**src/rtl/disp_scan_ctrl.sv**
```systemverilog
// Scan controller for a 4-digit multiplexed 7-segment display.
// Sequences digits with dead-time blanking; double-buffered digit store for tear-free updates.
module disp_scan_ctrl #(
    parameter int DEAD_CYC = 4,
    parameter bit LZ_BLANK = 1'b1
) (
    input  logic       clk,
    input  logic       rst,
    input  logic       en,
    input  logic       scan_tick,
    input  logic       wr_en,
    input  logic [1:0] wr_addr,
    input  logic [3:0] wr_data,
    input  logic       commit,
    output logic       commit_pending,
    output logic [3:0] an,
    output logic [6:0] seg,
    output logic       frame_done
);

    localparam logic [7:0] DEAD_LAST = 8'(DEAD_CYC - 1);

    typedef enum logic [1:0] {
        S_OFF,
        S_DEAD,
        S_DRIVE
    } state_t;

    state_t           state;
    logic [1:0]       idx;
    logic [7:0]       dead_cnt;
    logic [3:0][3:0]  shadow;
    logic [3:0][3:0]  active;
    logic [3:0][3:0]  shadow_nxt;
    logic [3:0]       zero_from;
    logic [3:0]       blank;
    logic             drive_out;
    logic             boundary;
    logic             commit_req;
    logic             apply;

    function automatic logic [6:0] hex7(input logic [3:0] v);
        case (v)
            4'h0: hex7 = 7'h3F;
            4'h1: hex7 = 7'h06;
            4'h2: hex7 = 7'h5B;
            4'h3: hex7 = 7'h4F;
            4'h4: hex7 = 7'h66;
            4'h5: hex7 = 7'h6D;
            4'h6: hex7 = 7'h7D;
            4'h7: hex7 = 7'h07;
            4'h8: hex7 = 7'h7F;
            4'h9: hex7 = 7'h6F;
            4'hA: hex7 = 7'h77;
            4'hB: hex7 = 7'h7C;
            4'hC: hex7 = 7'h39;
            4'hD: hex7 = 7'h5E;
            4'hE: hex7 = 7'h79;
            default: hex7 = 7'h71;
        endcase
    endfunction

    // zero_from[i]: every active digit at position i and above is zero
    always_comb begin
        zero_from    = '0;
        zero_from[3] = (active[3] == 4'h0);
        for (int i = 2; i >= 0; i--) begin
            zero_from[i] = zero_from[i+1] && (active[i] == 4'h0);
        end
    end

    genvar g;
    generate
        for (g = 0; g < 4; g++) begin : g_blank
            if (g == 0) begin : g_lsd
                assign blank[g] = 1'b0;
            end else begin : g_msd
                assign blank[g] = LZ_BLANK && zero_from[g];
            end
        end
    endgenerate

    // Shadow with the current write folded in, so a write on the copy edge lands in active
    always_comb begin
        shadow_nxt = shadow;
        if (wr_en) begin
            shadow_nxt[wr_addr] = wr_data;
        end
    end

    assign drive_out  = en && (state == S_DRIVE);
    assign boundary   = drive_out && scan_tick && (idx == 2'd3);
    assign commit_req = commit || commit_pending;
    // Copy at a frame boundary, immediately while dark, or when leaving to OFF
    assign apply = ((state == S_OFF) && commit) ||
                   (en ? (boundary && commit_req)
                       : ((state != S_OFF) && commit_req));

    always_ff @(posedge clk) begin
        if (rst) begin
            state          <= S_OFF;
            idx            <= 2'd0;
            dead_cnt       <= 8'd0;
            shadow         <= '0;
            active         <= '0;
            commit_pending <= 1'b0;
            an             <= 4'b0000;
            seg            <= 7'h00;
            frame_done     <= 1'b0;
        end else begin
            shadow <= shadow_nxt;
            if (apply) begin
                active <= shadow_nxt;
            end

            if (apply) begin
                commit_pending <= 1'b0;
            end else if (commit && (state != S_OFF)) begin
                commit_pending <= 1'b1;
            end

            an         <= drive_out ? (4'b0001 << idx) : 4'b0000;
            seg        <= (drive_out && !blank[idx]) ? hex7(active[idx]) : 7'h00;
            frame_done <= boundary;

            if (!en) begin
                state    <= S_OFF;
                idx      <= 2'd0;
                dead_cnt <= 8'd0;
            end else begin
                case (state)
                    S_OFF: begin
                        state    <= S_DEAD;
                        idx      <= 2'd0;
                        dead_cnt <= 8'd0;
                    end
                    S_DEAD: begin
                        if (dead_cnt == DEAD_LAST) begin
                            state    <= S_DRIVE;
                            dead_cnt <= 8'd0;
                        end else begin
                            dead_cnt <= dead_cnt + 8'd1;
                        end
                    end
                    S_DRIVE: begin
                        if (scan_tick) begin
                            idx   <= idx + 2'd1;
                            state <= S_DEAD;
                        end
                    end
                    default: begin
                        state <= S_OFF;
                    end
                endcase
            end
        end
    end

endmodule

```
**config.mk**
```make
export PLATFORM = sky130hd
export DESIGN_NAME = disp_scan_ctrl
export DESIGN_NICKNAME = d
export VERILOG_FILES = /design/src/rtl/disp_scan_ctrl.sv
export SDC_FILE = /design/constraint.sdc
export NUM_CORES = 1
export LEC_CHECK = 0
export ABC_AREA = 1
export CAP_MARGIN = 20
export CORE_MARGIN = 2
export CORE_UTILIZATION = 40
export CTS_CLUSTER_SIZE = 20
export DETAILED_ROUTE_END_ITERATION = 10
export SLEW_MARGIN = 0
export SYNTH_ARGS = -nofsm -noshare
export SYNTH_HDL_FRONTEND = slang
export SYNTH_SLANG_ARGS = --single-unit
```
**constraint.sdc**
```tcl
create_clock -name clk -period 2.2 [get_ports clk]
set_input_delay 0.33 -clock clk [delete_from_list [all_inputs] [get_ports clk]]
set_output_delay 0.33 -clock clk [all_outputs]
set_load 0.05 [all_outputs]
```
Yosys cells after proc, flatten, opt, wreduce, memory -nomap -nowiden
Memories as Yosys holds them, arrays and structs flattened. A register that Yosys moved wholly into a read port is not among the register bits.
Cells that the tools add are included.
- multiplexer cells: 16
- bitwise gates (word level): 3
- equal/unequal tests: 6
- reductions and logical operators: 27
- order comparisons: 3
- add/subtract/negate cells: 2
- shift operators: 1
- operators with widths (cell ; number):
    16-bit bitwise mux ; 1
    16-bit two-way mux ; 1
    8-bit one-hot mux with 2 select lines ; 1
    4-bit logical NOT ; 3
    1-bit logical AND ; 11
    8-bit by 1-bit adder with 8-bit output, second input constant ; 1
    4-bit binary-select mux with 2-bit select ; 1
    4-bit demux with 2-bit select ; 1
    8-bit by 2-bit equality test with 1-bit output, second input constant ; 1
    4-bit two-way mux ; 2
    8-bit two-way mux ; 1
    2-bit OR reduction ; 4
    2-bit by 3-bit less-than comparator with 1-bit output, second input constant ; 2
    2-bit two-way mux ; 3
    2-bit one-hot mux with 3 select lines ; 1
    2-bit nonzero test ; 3
    2-bit equality test, second input constant ; 2
    2-bit != test, second input constant ; 2
    2-bit one-hot mux with 2 select lines ; 1
    2-bit AND reduction ; 2
    1-bit by 2-bit << shifter with 4-bit output, first input constant ; 1
    1-bit NOT ; 3
    2-bit by 1-bit adder with 2-bit output, second input constant ; 1
    1-bit binary-select mux with 2-bit select ; 1
    other kinds (6) ; 8
- logic and storage cells: 73
- input port bits: 12
- flip-flop bits (word level): 50
- output and inout port bits: 13
- bits in read-only memories: 112
- memories kept: 1
- memories (name ; depth ; bits a word ; rd ports ; clocked after Yosys merged registers in ; write ports ; line ; source):
    (no name shown) ; 16 ; 7 ; 1 ; 1 ; 0 ; 43 ; case (v)

Depth between registers and ports, before layout
- word-level depth: 9
- gate-level depth with buffers: 12
- gate-level depth less buffers: 11

Least setup slack after synthesis
No wires, ideal clock.
- path type: register to register
- start: register idx[0]
- end: register seg[3]
- required time: 2.087 ns
- period minus slack after synthesis: 1.627 ns
- setup slack: 0.573 ns
- buffers on the path: 1
- library setup time: 0.113 ns
- stages on the path, launching flop included: 12
- data arrival time: 1.514 ns
- cells stage by stage: dfxtp_1 -> buf_4 -> nor2_1 -> nor2_1 -> o21ai_0 -> nand2_1 -> inv_1 -> ha_1 -> nand2_1 -> nand2_1 -> nor2_1 -> nor2_1
- word-level cells in the longest chain between the ends: 6
- elaborated cells on any way between the ends: 8
- those cells by class: mux (4); bitwise (1); reduce/logical (3)
- RTL lines (item ; line ; source):
    start, declared ; 30 ; logic [1:0] idx;
    start signal, assigned ; 147 ; idx <= idx + 2'd1;
    1-bit binary-select mux with 2-bit select ; 123 ; seg <= (drive_out && !blank[idx]) ? hex7(active[idx]) : 7'h00;
    1-bit two-way mux (implied by the code) ; 123 ;
    1-bit logical NOT ; 123 ;
    1-bit logical AND ; 123 ;
    1-bit NOT (no source line) ; - ;
    2-bit OR reduction (no source line) ; - ;
    end, declared ; 17 ; output logic [6:0] seg,
Several ways; a longest one is shown, not always the timed one. The select of a mux whose other input is x is not followed.
A chain may end at the register's enable or synchronous reset.

Final worst setup path
- start: register idx[1]
- end: register seg[3]
Same word-level chain as after synthesis.

==> impl_metrics.toml <==
[sta]
fin_skew_ns = 0.00616
rsz0062_at_grt = "false"
slew_viol_final = 0
setup_tns_ns = 0
hold_violations = 0
fmax_mhz = 523
min_period_ns = 1.91
worstMarginPinSlew_ns = 0.492
period_share_pct = 86.9
slew_headroom_pct = 67.1
hold_ws_ns = 0.480
setup_viol = 0

[layout]
syn2layout_area_growth_pct = 18.2
antenna_cells = 0
final_nets = 457
finalNonFillerCells = 521
fillerInstances = 696
drive_gt1_share_pct = 8.16

[outcome]
status = "complete, no violations"

[logic_synthesis]
post-synth-top-count-cell = "nand2_1"
ys_seq_area_share_pct = 41.2
yosysUniqueCellTypes = 29
synth-edff-count = 0
avgSynthCellArea_um2 = 6.78
async_reset_ff_share_pct = 0
synth-seq-cells = 57
synth_top_area_share_pct = 41.2
synth_area_leaders = "dfxtp_1 41%, nand2_1 13%, nor2_1 11%"
synth_area_mm2 = 0.00277
synth_common_cells = "95 x nand2_1, 80 x nor2_1, 57 x dfxtp_1, 43 x nand3_1, 42 x inv_1"
syn-num-nets = 429
yosys_warnings = 0
synthFlopType = "dfxtp_1"
yosys.area.top_type = "dfxtp_1"
syn_inst = 408

[detailed_routing]
wl_um = 5560
drtIter0Drc = 114
post-route-drc-count = 0
viasPerCell = 4.78
first_pass_iters = 4
routed-via-count = 2489
ant_nets = 0
wire_per_inst_um = 10.7

[power_and_ir_drop]
power_density_mw_per_mm2 = 744
p_leak_nw = 1.43
total_power_w = 0.00243
ir_drop_uv = 391

[clocking]
insertion_delay_ns = 0.33
cts-resized-gates = 0
postCtsHoldBufs = 0
post_cts.repair.setup_buffers = 0
htree_levels = 3
root_buffer = "clkbuf_8"
numCtsBuffers = 9
cts_tree = "built"
clk_pin_slew_ns = 0.07
cts.sinks = 57
cts_buffer_depth = 2

[placed_design]
gp_congestion = 0.868
port_buffers = 24
place_inst = 505
dp_hpwl_um = 4040

[floorplan]
ios = 25
die_area_mm2 = 0.00760
rows = 30
die_w_um = 87.2
coreArea_mm2 = 0.00676
die_h_um = 87.2
initial_core_util_pct = 40.9

[critical_path]
max_stage_delay_ns = 0.58
cp.required_ns = 2.43
critPathMaxFanout = 10
endpoint_kind = "flip-flop"
path_cells = "inv_2 -> nor2_1 -> o21ai_0 -> nand2_1 -> inv_1 -> ha_1 -> nand2_1 -> nand2_1 -> nor2_1 -> nor2_1"
cp-start-kind = "flip-flop"
cp_slowest_cell = "dfxtp_1"
critical_path_class = "flip-flop to flip-flop"
arrival_ns = 2.14

[grt]
grt_use_total_pct = 16.1
grt_first_pass_wirelength_um = 9740
overflow = 0
grt_max_degree = 19
first_global_vias = 2205
grt_antenna_before_repair = 0

[worst_hold_path]
holdCritPathClass = "flip-flop to flip-flop"

[job]
cap_violations = 0
[cells by family (layout without fill, tap and decap cells)]
| logic type | after synthesis | in the layout | synth area share (%) |
|---|---|---|---|
| compound gates | 45 | 45 | 8.28 |
| xor+xnor | 1 | 1 | 0.317 |
| fa+ha+maj | 9 | 9 | 4.07 |
| buf+inv | 58 | 91 | 9.00 |
| flops | 57 | 57 | 41.2 |
| simple gates | 238 | 238 | 37.1 |
[worst paths after layout]
check                                 start          end  slack (ns)  cells after the start
worst max register to register       idx[1]       seg[3]        0.29                     10
worst min register to register  dead_cnt[6]  dead_cnt[6]        0.48                      2
worst max-delay path                 idx[1]       seg[3]        0.29                     10
worst min-delay path            dead_cnt[6]  dead_cnt[6]        0.48                      2
[flip-flops by register name (all words and copies together) (netlist names), 2 cells and up]
| name | flops |
|---|---|
| idx | 2 |
| active | 16 |
| seg | 7 |
| state | 2 |
| shadow | 16 |
| an | 4 |
| dead_cnt | 8 |
[stage by stage]
step | setup WS [ns] | instance area (um^2) | utilization, %
finish | 0.288 | 3270 | 48.4
global route | 0.0367 | 3270 | 48.4
CTS | 0.267 | 3270 | 48.4
detailed placement | 0.285 | 3060 | 45.3
global placement | 0.294 | 3060 | 45.3
floorplan | 0.573 | 2770 | -
[report_power, final]
part	leakage, nW	internal, W	switching [W]
logic	0.861	0.000112	0.000196
registers	0.465	0.00108	0.0000259
clock network	0.107	0.000615	0.000406
total	1.43	0.00181	0.000628
[cells in the final DEF (no fill, tap or decap), drive strengths merged, types with 2 or more instances in the layout]
cell and instances:
a21oi 18, nor3 4, inv 47, o21ai 25, clkdlybuf4s50 24, dfxtp 57, nand2 100, ha 9
nor2 84, nand4 2, nand3 46, clkinv 2, buf 3, clkbuf 14
[routing by layer]
| layer | part of all wire (%) | track usage [%] | up-vias |
|---|---|---|---|
| li1 | - | - | 1349 |
| met1 | 51 | 20.6 | 1073 |
| met2 | 42 | 25.4 | 52 |
| met3 | 3.8 | 3.32 | 15 |
| met4 | 2.8 | 8.39 | 0 |
| met5 | 0 | 0 | - |
[final cells by class]
| type | instances | area, um^2 | share of cell area, % |
|---|---|---|---|
| inverter | 48 | 181 | 5.55 |
| sequential | 57 | 1140 | 34.9 |
| clock buffer | 14 | 173 | 5.28 |
| timing repair buffer | 27 | 263 | 8.04 |
| multi-input combinational | 293 | 1380 | 42.1 |
| clock inverter | 2 | 35.0 | 1.07 |
| tap | 80 | 100 | 3.06 |
[worst max-delay path, delay by kind of cell (launching register included)]
family                   cells  cell delay (ns)
buffers and inverters        2             0.27
adder cells (fa/ha/maj)      1             0.31
AO/OA/AOI/OAI                1             0.09
AND/OR/NAND/NOR              6             0.58
flip-flops                   1             0.58
Power figures use the tool's default switching activity.
